`config.mk`:
```
export PLATFORM = sky130hd
export DESIGN_NAME = trig_frame_emulator
export DESIGN_NICKNAME = d
export VERILOG_FILES = /design/src/rtl/trig_emul_pkg.sv /design/src/rtl/trig_frame_emulator_serializer.sv /design/src/rtl/trig_frame_emulator.sv
export SDC_FILE = /design/constraint.sdc
export NUM_CORES = 1
export LEC_CHECK = 0
export CAP_MARGIN = 20
export CELL_PAD_IN_SITES_DETAIL_PLACEMENT = 1
export CELL_PAD_IN_SITES_GLOBAL_PLACEMENT = 2
export CORE_MARGIN = 5
export CORE_UTILIZATION = 40
export DETAILED_ROUTE_END_ITERATION = 10
export PLACE_DENSITY_LB_ADDON = 0.1
export SLEW_MARGIN = 20
export SYNTH_ARGS = -nofsm -noshare
export SYNTH_HDL_FRONTEND = slang
export SYNTH_HIERARCHICAL = 1
export SYNTH_SLANG_ARGS = --single-unit
```
`constraint.sdc`:
```
create_clock -name clock -period 8.35 [get_ports clock]
set_input_delay 1.2525 -clock clock [delete_from_list [all_inputs] [get_ports clock]]
set_output_delay 1.2525 -clock clock [all_outputs]
set_load 0.05 [all_outputs]
```
`src/rtl/trig_emul_pkg.sv`:
```
`default_nettype none
// +----------------------------------------------------------------------+
// | Package     : trig_emul_pkg                                          |
// | Description : Shared frame-format constants for the S-bit trigger    |
// |               frame emulator and its receiver-side counterparts.     |
// |               One VFAT frame is MXSBITS bits spread over NLANES      |
// |               serial lanes, FRAME_BITS bits per lane per frame.      |
// | Contents    : MXSBITS, NLANES, FRAME_BITS, SLOT_W, counter widths,   |
// |               slot_t, slot_onehot()                                  |
// | Revision    : 1.0  initial release                                   |
// +----------------------------------------------------------------------+
package trig_emul_pkg;

   localparam int MXSBITS     = 64;
   localparam int NLANES      = 8;
   localparam int FRAME_BITS  = MXSBITS / NLANES;
   localparam int SLOT_W      = 3;
   localparam int FRAME_CNT_W = 12;
   localparam int UNDERRUN_W  = 16;

   typedef logic [SLOT_W-1:0] slot_t;

   // One-hot pattern with a single bit set in the requested slot. Used to
   // turn the SOF offset into an 8-bit "lane word" so the SOF output can
   // reuse the same serializer as the data lanes.
   function automatic logic [FRAME_BITS-1:0] slot_onehot(input slot_t slot);
      logic [FRAME_BITS-1:0] v;
      v       = '0;
      v[slot] = 1'b1;
      return v;
   endfunction

endpackage : trig_emul_pkg
`default_nettype wire

```
`src/rtl/trig_frame_emulator_serializer.sv`:
```
`default_nettype none
// +----------------------------------------------------------------------+
// | Module      : sbit_lane_serializer                                   |
// | Description : One serial lane of the trigger frame emulator. Holds   |
// |               an 8-bit lane word, emits it LSB-first one bit per     |
// |               clock, applies the data mask and output polarity and   |
// |               registers the result.                                  |
// | Ports       : clock, reset_i     clock / async active-high reset     |
// |               run                lane active; low forces logical 0   |
// |               load               frame boundary, take load_data      |
// |               load_data[7:0]     lane word for the next frame        |
// |               mask               force data bit to 0 (pre-invert)    |
// |               invert             output polarity                     |
// |               serial_bit         registered serial output            |
// | Revision    : 1.0  initial release                                   |
// +----------------------------------------------------------------------+
module sbit_lane_serializer
   import trig_emul_pkg::*;
(
   input  logic                  clock,
   input  logic                  reset_i,
   input  logic                  run,
   input  logic                  load,
   input  logic [FRAME_BITS-1:0] load_data,
   input  logic                  mask,
   input  logic                  invert,
   output logic                  serial_bit
);

   logic [FRAME_BITS-1:0] r_shift;
   logic                  r_bit;
   logic [FRAME_BITS-1:0] w_cur;
   logic                  w_data_bit;

   // On a load cycle the new word bypasses the shift register so that its
   // slot-0 bit reaches the output flop on the very next edge.
   always_comb begin
      w_cur      = load ? load_data : r_shift;
      w_data_bit = run & w_cur[0] & ~mask;
   end

   always_ff @(posedge clock or posedge reset_i) begin
      if (reset_i) begin
         r_shift <= '0;
         r_bit   <= 1'b0;
      end else begin
         r_shift <= {1'b0, w_cur[FRAME_BITS-1:1]};
         r_bit   <= w_data_bit ^ invert;
      end
   end

   assign serial_bit = r_bit;

endmodule : sbit_lane_serializer
`default_nettype wire

```
`src/rtl/trig_frame_emulator.sv`:
```
`default_nettype none
// +----------------------------------------------------------------------+
// | Module      : trig_frame_emulator                                    |
// | Description : Transmit-side S-bit frame source. Accepts 64-bit VFAT  |
// |               frames over valid/ready into a one-deep holding        |
// |               register and serializes them onto 8 trigger lanes      |
// |               plus a start-of-frame lane, one bit per lane per clock.|
// | Ports       : clock, reset_i      clock / async active-high reset    |
// |               enable              run frame sequencing               |
// |               sof_offset[2:0]     slot in which SOF asserts          |
// |               invert[8:0]         polarity: [7:0] lanes, [8] SOF     |
// |               mask                zero the transmitted data          |
// |               sbits_i[63:0]       frame payload, bit lane*8+slot     |
// |               valid_i / ready_o   input handshake                    |
// |               sbits_o[7:0]        serial lane outputs                |
// |               sof_o               serial start-of-frame              |
// |               frame_strobe        pulse with slot 0 of each frame    |
// |               frame_cnt[11:0]     frames transmitted, wrapping       |
// |               underrun_cnt[15:0]  empty frames while armed, saturates|
// | Revision    : 1.0  initial release                                   |
// +----------------------------------------------------------------------+
module trig_frame_emulator
   import trig_emul_pkg::*;
(
   input  logic                   clock,
   input  logic                   reset_i,
   input  logic                   enable,
   input  logic [SLOT_W-1:0]      sof_offset,
   input  logic [NLANES:0]        invert,
   input  logic                   mask,
   input  logic [MXSBITS-1:0]     sbits_i,
   input  logic                   valid_i,
   output logic                   ready_o,
   output logic [NLANES-1:0]      sbits_o,
   output logic                   sof_o,
   output logic                   frame_strobe,
   output logic [FRAME_CNT_W-1:0] frame_cnt,
   output logic [UNDERRUN_W-1:0]  underrun_cnt
);

   localparam slot_t c_LAST_SLOT = slot_t'(FRAME_BITS - 1);

   // r_slot is the slot currently visible on the outputs; r_active says
   // the outputs are carrying a frame (enable was high last cycle).
   logic                   r_active;
   slot_t                  r_slot;
   logic [MXSBITS-1:0]     r_hold;
   logic                   r_hold_valid;
   logic                   r_armed;
   logic                   r_mask_q;
   logic                   r_strobe;
   logic [FRAME_CNT_W-1:0] r_frame_cnt;
   logic [UNDERRUN_W-1:0]  r_underrun_cnt;

   logic                   w_load;
   logic                   w_ready;
   logic                   w_accept;
   logic                   w_mask_eff;
   logic [MXSBITS-1:0]     w_frame;
   logic [FRAME_BITS-1:0]  w_sof_pattern;

   // A frame boundary is either the last slot of a running frame or the
   // first enabled cycle after idle; either way the next output is slot 0.
   assign w_load   = enable & (~r_active | (r_slot == c_LAST_SLOT));
   // The holding register can take a new word in the same cycle it hands
   // its current contents to the serializers.
   assign w_ready  = ~r_hold_valid | w_load;
   assign w_accept = valid_i & w_ready;

   always_comb begin
      w_frame       = r_hold_valid ? r_hold : '0;
      // mask is frame-constant: sampled at the boundary, bypassed on the
      // load cycle itself so slot 0 already sees the new value.
      w_mask_eff    = w_load ? mask : r_mask_q;
      w_sof_pattern = slot_onehot(sof_offset);
   end

   // ---------------------------------------------------------------
   // Slot sequencing
   // ---------------------------------------------------------------
   always_ff @(posedge clock or posedge reset_i) begin
      if (reset_i) begin
         r_active <= 1'b0;
         r_slot   <= '0;
         r_strobe <= 1'b0;
         r_mask_q <= 1'b0;
      end else begin
         r_active <= enable;
         // The first enabled cycle loads but keeps slot 0 for the cycle
         // that actually shows slot 0; afterwards the counter wraps 7->0
         // on its own, which lines up with the slot-7 boundary.
         if (enable && r_active) begin
            r_slot <= r_slot + slot_t'(1);
         end else begin
            r_slot <= '0;
         end
         r_strobe <= w_load;
         if (w_load) begin
            r_mask_q <= mask;
         end
      end
   end

   // ---------------------------------------------------------------
   // Handshake / holding register
   // ---------------------------------------------------------------
   always_ff @(posedge clock or posedge reset_i) begin
      if (reset_i) begin
         r_hold       <= '0;
         r_hold_valid <= 1'b0;
      end else begin
         if (w_accept) begin
            r_hold       <= sbits_i;
            r_hold_valid <= 1'b1;
         end else if (w_load) begin
            r_hold_valid <= 1'b0;
         end
      end
   end

   // ---------------------------------------------------------------
   // Arming and statistics
   // ---------------------------------------------------------------
   always_ff @(posedge clock or posedge reset_i) begin
      if (reset_i) begin
         r_armed        <= 1'b0;
         r_frame_cnt    <= '0;
         r_underrun_cnt <= '0;
      end else begin
         // Underruns only count once a source has shown up in this
         // enable window; an idle emulator is not starving.
         r_armed <= enable & (r_armed | w_accept);
         if (w_load) begin
            r_frame_cnt <= r_frame_cnt + FRAME_CNT_W'(1);
            if (!r_hold_valid && r_armed && (r_underrun_cnt != '1)) begin
               r_underrun_cnt <= r_underrun_cnt + UNDERRUN_W'(1);
            end
         end
      end
   end

   // ---------------------------------------------------------------
   // Serializers: one per data lane, one for SOF
   // ---------------------------------------------------------------
   for (genvar i = 0; i < NLANES; i++) begin : g_lane
      sbit_lane_serializer u_lane (
         .clock      (clock),
         .reset_i    (reset_i),
         .run        (enable),
         .load       (w_load),
         .load_data  (w_frame[i*FRAME_BITS +: FRAME_BITS]),
         .mask       (w_mask_eff),
         .invert     (invert[i]),
         .serial_bit (sbits_o[i])
      );
   end : g_lane

   // SOF is a lane whose word is the one-hot of the frame's SOF offset;
   // it is never masked.
   sbit_lane_serializer u_sof (
      .clock      (clock),
      .reset_i    (reset_i),
      .run        (enable),
      .load       (w_load),
      .load_data  (w_sof_pattern),
      .mask       (1'b0),
      .invert     (invert[NLANES]),
      .serial_bit (sof_o)
   );

   assign ready_o      = w_ready;
   assign frame_strobe = r_strobe;
   assign frame_cnt    = r_frame_cnt;
   assign underrun_cnt = r_underrun_cnt;

endmodule : trig_frame_emulator
`default_nettype wire

```
==> flow_metrics.py <==
metrics = {
    "route": {
        "detail-route-antenna-nets": 0,
        "dr.pass1.iters": 4,
        "wirelength_met1_mm": 6.981,
        "routed_via_density": 4.959,
        "drt_iter0_markers": 75,
        "wl_mm": 15.60,
        "top_layer_used": "met5",
        "wl_met3_um": 677,
        "dr_total_vias": 4458,
        "wire_per_inst_um": 17.35,
        "drc": 0,
        "met2_length_mm": 7.790,
    },
    "grt": {
        "antenna_found_initial": 2,
        "grt_overflow_total": 0,
        "grt_max_degree": 74,
        "grt_pass1_wl_mm": 26.22,
        "grt_use_total_pct": 15.20,
        "grt_pass1_vias": 5048,
    },
    "job": {
        "drv_cap": 0,
    },
    "hold_path": {
        "hold_path.class": "register to register",
    },
    "timing": {
        "rsz0062_at_grt": "no",
        "worst_hold_slack_ns": 0.4354,
        "fin_tns_setup_ns": 0,
        "worstMarginPinSlew_ns": 0.9407,
        "setup_viol": 0,
        "min_period_over_period_pct": 51.39,
        "fmax_ghz": 0.2331,
        "maxSlewViolCount": 0,
        "hold_viol": 0,
        "skew_ns": 0.008648,
        "max-slew-margin-rel_pct": 37.29,
        "fin_crit_ns": 4.291,
    },
    "layout": {
        "fin_util_pct": 51.66,
        "finalNetCount": 742,
        "areaGrowthSynthToFinish_pct": 25.93,
        "drive_above_1_share_pct": 27.20,
        "final_cells": 899,
    },
    "floorplanning": {
        "start_util_pct": 41.02,
        "io_pins": 120,
        "dieArea_mm2": 0.02144,
        "die_y_um": 146.4,
        "core_mm2": 0.01815,
        "die_width_um": 146.4,
        "row_count": 49,
    },
    "cts": {
        "cts-root-buf": "clkbuf_16",
        "clkTransAtPathRegs_ns": 0.06,
        "cts_tree": "done",
        "cts_num_sinks": 172,
        "post_cts_buffers": 0,
        "ctsResizeCount": 0,
        "h-tree-depth": 4,
        "cts_hold_repair.buffers": 0,
        "clockBufferDepth": 2,
        "insertion_delay_ns": 0.41,
        "cts_buffers": 17,
    },
    "synth": {
        "synth_fp_nets": 625,
        "yosysTopAreaCell": "dfrtp_1",
        "synth_edf_count": 0,
        "synth_cell_type_count": 42,
        "yosysMostFrequentCell": "dfrtp_1",
        "synth-async-reset-ratio_pct": 100.0,
        "netlist_top_cells_count": "dfrtp_1, mux2_2, and2_1",
        "netlist_instances": 540,
        "synth_area_leaders": "dfrtp_1, mux2_2, and2_1",
        "syn_avg_cell_area_um2": 13.79,
        "ys.flop_type": "dfrtp_1",
        "ys_warn_count": 6,
        "ys_seq_area_share_pct": 57.82,
        "ys_ff_latch": 172,
        "syn-cell-area_mm2": 0.007445,
        "synth_top_area_share_pct": 57.82,
    },
    "place": {
        "dp_hpwl_mm": 10.35,
        "gp_congestion": 0.7078,
        "dp.cells": 867,
        "io_buffer_count": 119,
    },
    "power_and_ir_drop": {
        "power_frac_seq_pct": 45.7,
        "p_total_mw": 2.263,
        "power_density_mw_per_mm2": 241.4,
        "p_sw_share_pct": 26.67,
        "comb_power_share_pct": 18.8,
        "p_sw_mw": 0.6037,
        "p_int_mw": 1.660,
        "leakagePower_nw": 4.177,
        "peakVddDrop_mv": 0.1585,
        "clkPwrFrac_pct": 35.5,
    },
    "critical_path": {
        "critPathCapture": "ready_o",
        "crit_top_cell": "clkdlybuf4s50_1",
        "crit_start": "enable",
        "crit_buf_inv": 3,
        "cp-start-kind": "input pin",
        "critical_path_class": "input pin to output pin",
        "r2r-end": "g_lane[3].u_lane/serial_bit",
        "cp_max_fo": 22,
        "rrSetupSlack_ns": 5.72,
        "slowest_delay_ns": 0.83,
        "crit_family": "buffers and inverters",
        "reg2reg_from": "r_slot[0]",
        "cp.required_ns": 7.10,
        "path_depth": 4,
        "worstPathCellList": "clkdlybuf4s50_1 > buf_4 > a21bo_2 > clkdlybuf4s50_1",
        "cp_slowest_cell": "clkdlybuf4s50_1",
        "cp-end-kind": "output pin",
        "rr_worst_depth": 9,
        "cp.arrival_ns": 3.04,
    },
    "outcome": {
        "status": "finished clean",
    },
}
[area by class of cell]
type / count / area [um2]
clock buffers: 18 / 429.2
clock inverters: 13 / 168.9
multi-input cells: 332 / 2917
well taps: 229 / 286.5
flip-flops and latches: 172 / 4305
fillers: 1805 / 8772
diodes: 1 / 2.502
repair buffers: 123 / 1221
inverters: 11 / 45.04
[registers in the layout (all words and copies together), names as in the netlist]
signal,flops
r_mask_q,1
underrun_cnt,16
u_sof/r_shift,7
frame_cnt,12
r_armed,1
r_active,1
g_lane.u_lane/serial_bit,8
frame_strobe,1
r_hold,64
u_sof/serial_bit,1
r_slot,3
r_hold_valid,1
g_lane.u_lane/r_shift,56
[cells by family after synthesis]
family | count (synthesis) | synth area share, %
compound gates | 8 | 1.025
mux | 130 | 19.56
fa+ha+maj | 4 | 0.6723
buf+inv | 36 | 3.076
flops | 172 | 57.82
other cells | 1 | 0.05037
simple gates | 156 | 13.92
xor+xnor | 33 | 3.882
[layer usage]
metal  track usage (%)  vias to the layer above
met5                 0                        -
met4             4.751                        2
met3             4.555                       11
met2             25.12                       88
met1             19.28                     2286
li1                  -                     2071
[stage by stage]
stage	worst slack, ns	cell area [um2]
after floorplan	4.479	7445
after global placement	4.040	8775
after detailed placement	4.030	8775
after CTS	4.033	9373
after global routing	3.991	9375
final	4.059	9375
[layout by cell type (no fill, tap or decap), types with 9 or more instances in the layout]
| cell | Yosys | routed |
|---|---|---|
| dfrtp_1 | 172 | 171 |
| clkdlybuf4s50_1 | 0 | 119 |
| mux2_2 | 115 | 115 |
| and2_1 | 64 | 64 |
| xor2_1 | 25 | 25 |
| clkbuf_16 | 0 | 17 |
| nand2_1 | 13 | 13 |
| nand3_1 | 12 | 12 |
| and2_2 | 9 | 9 |
| mux2i_1 | 9 | 9 |
| nor3b_2 | 9 | 9 |
| inv_1 | 11 | 9 |
[worst reg2reg max path: stages (launching register included)]
cell and delay (ns):
dfrtp_1 0.35, ha_1 0.15, ha_1 0.12, nand2b_1 0.29, nand2_1 0.21, clkinv_2 0.07
buf_4 0.71, mux2i_1 0.27, nor3b_2 0.22, xor2_1 0.17
[worst min path at each step]
stage / depth (start not counted) / slack, ns / startpoint / end
3_5_place_dp: 1 / 0.43 / r_slot[0] / r_slot[0]
2_1_floorplan: 1 / 0.41 / r_slot[0] / r_slot[0]
3_3_place_gp: 1 / 0.42 / r_slot[0] / r_slot[0]
4_1_cts: 1 / 0.44 / r_slot[0] / r_slot[0]
5_1_grt: 1 / 0.44 / r_slot[0] / r_slot[0]
6_report: 1 / 0.44 / r_slot[0] / r_slot[0]
[power groups by stage]
stage	Sequential (mW)	Clock, mW	Combinational, mW
after floorplan	1.11	0	0.226
after global placement	1.05	0	0.422
after detailed placement	1.05	0	0.434
after CTS	1.04	0.831	0.436
after global routing	1.05	0.865	0.460
final	1.03	0.803	0.426
No activity file was read; power rests on OpenSTA's default activity.
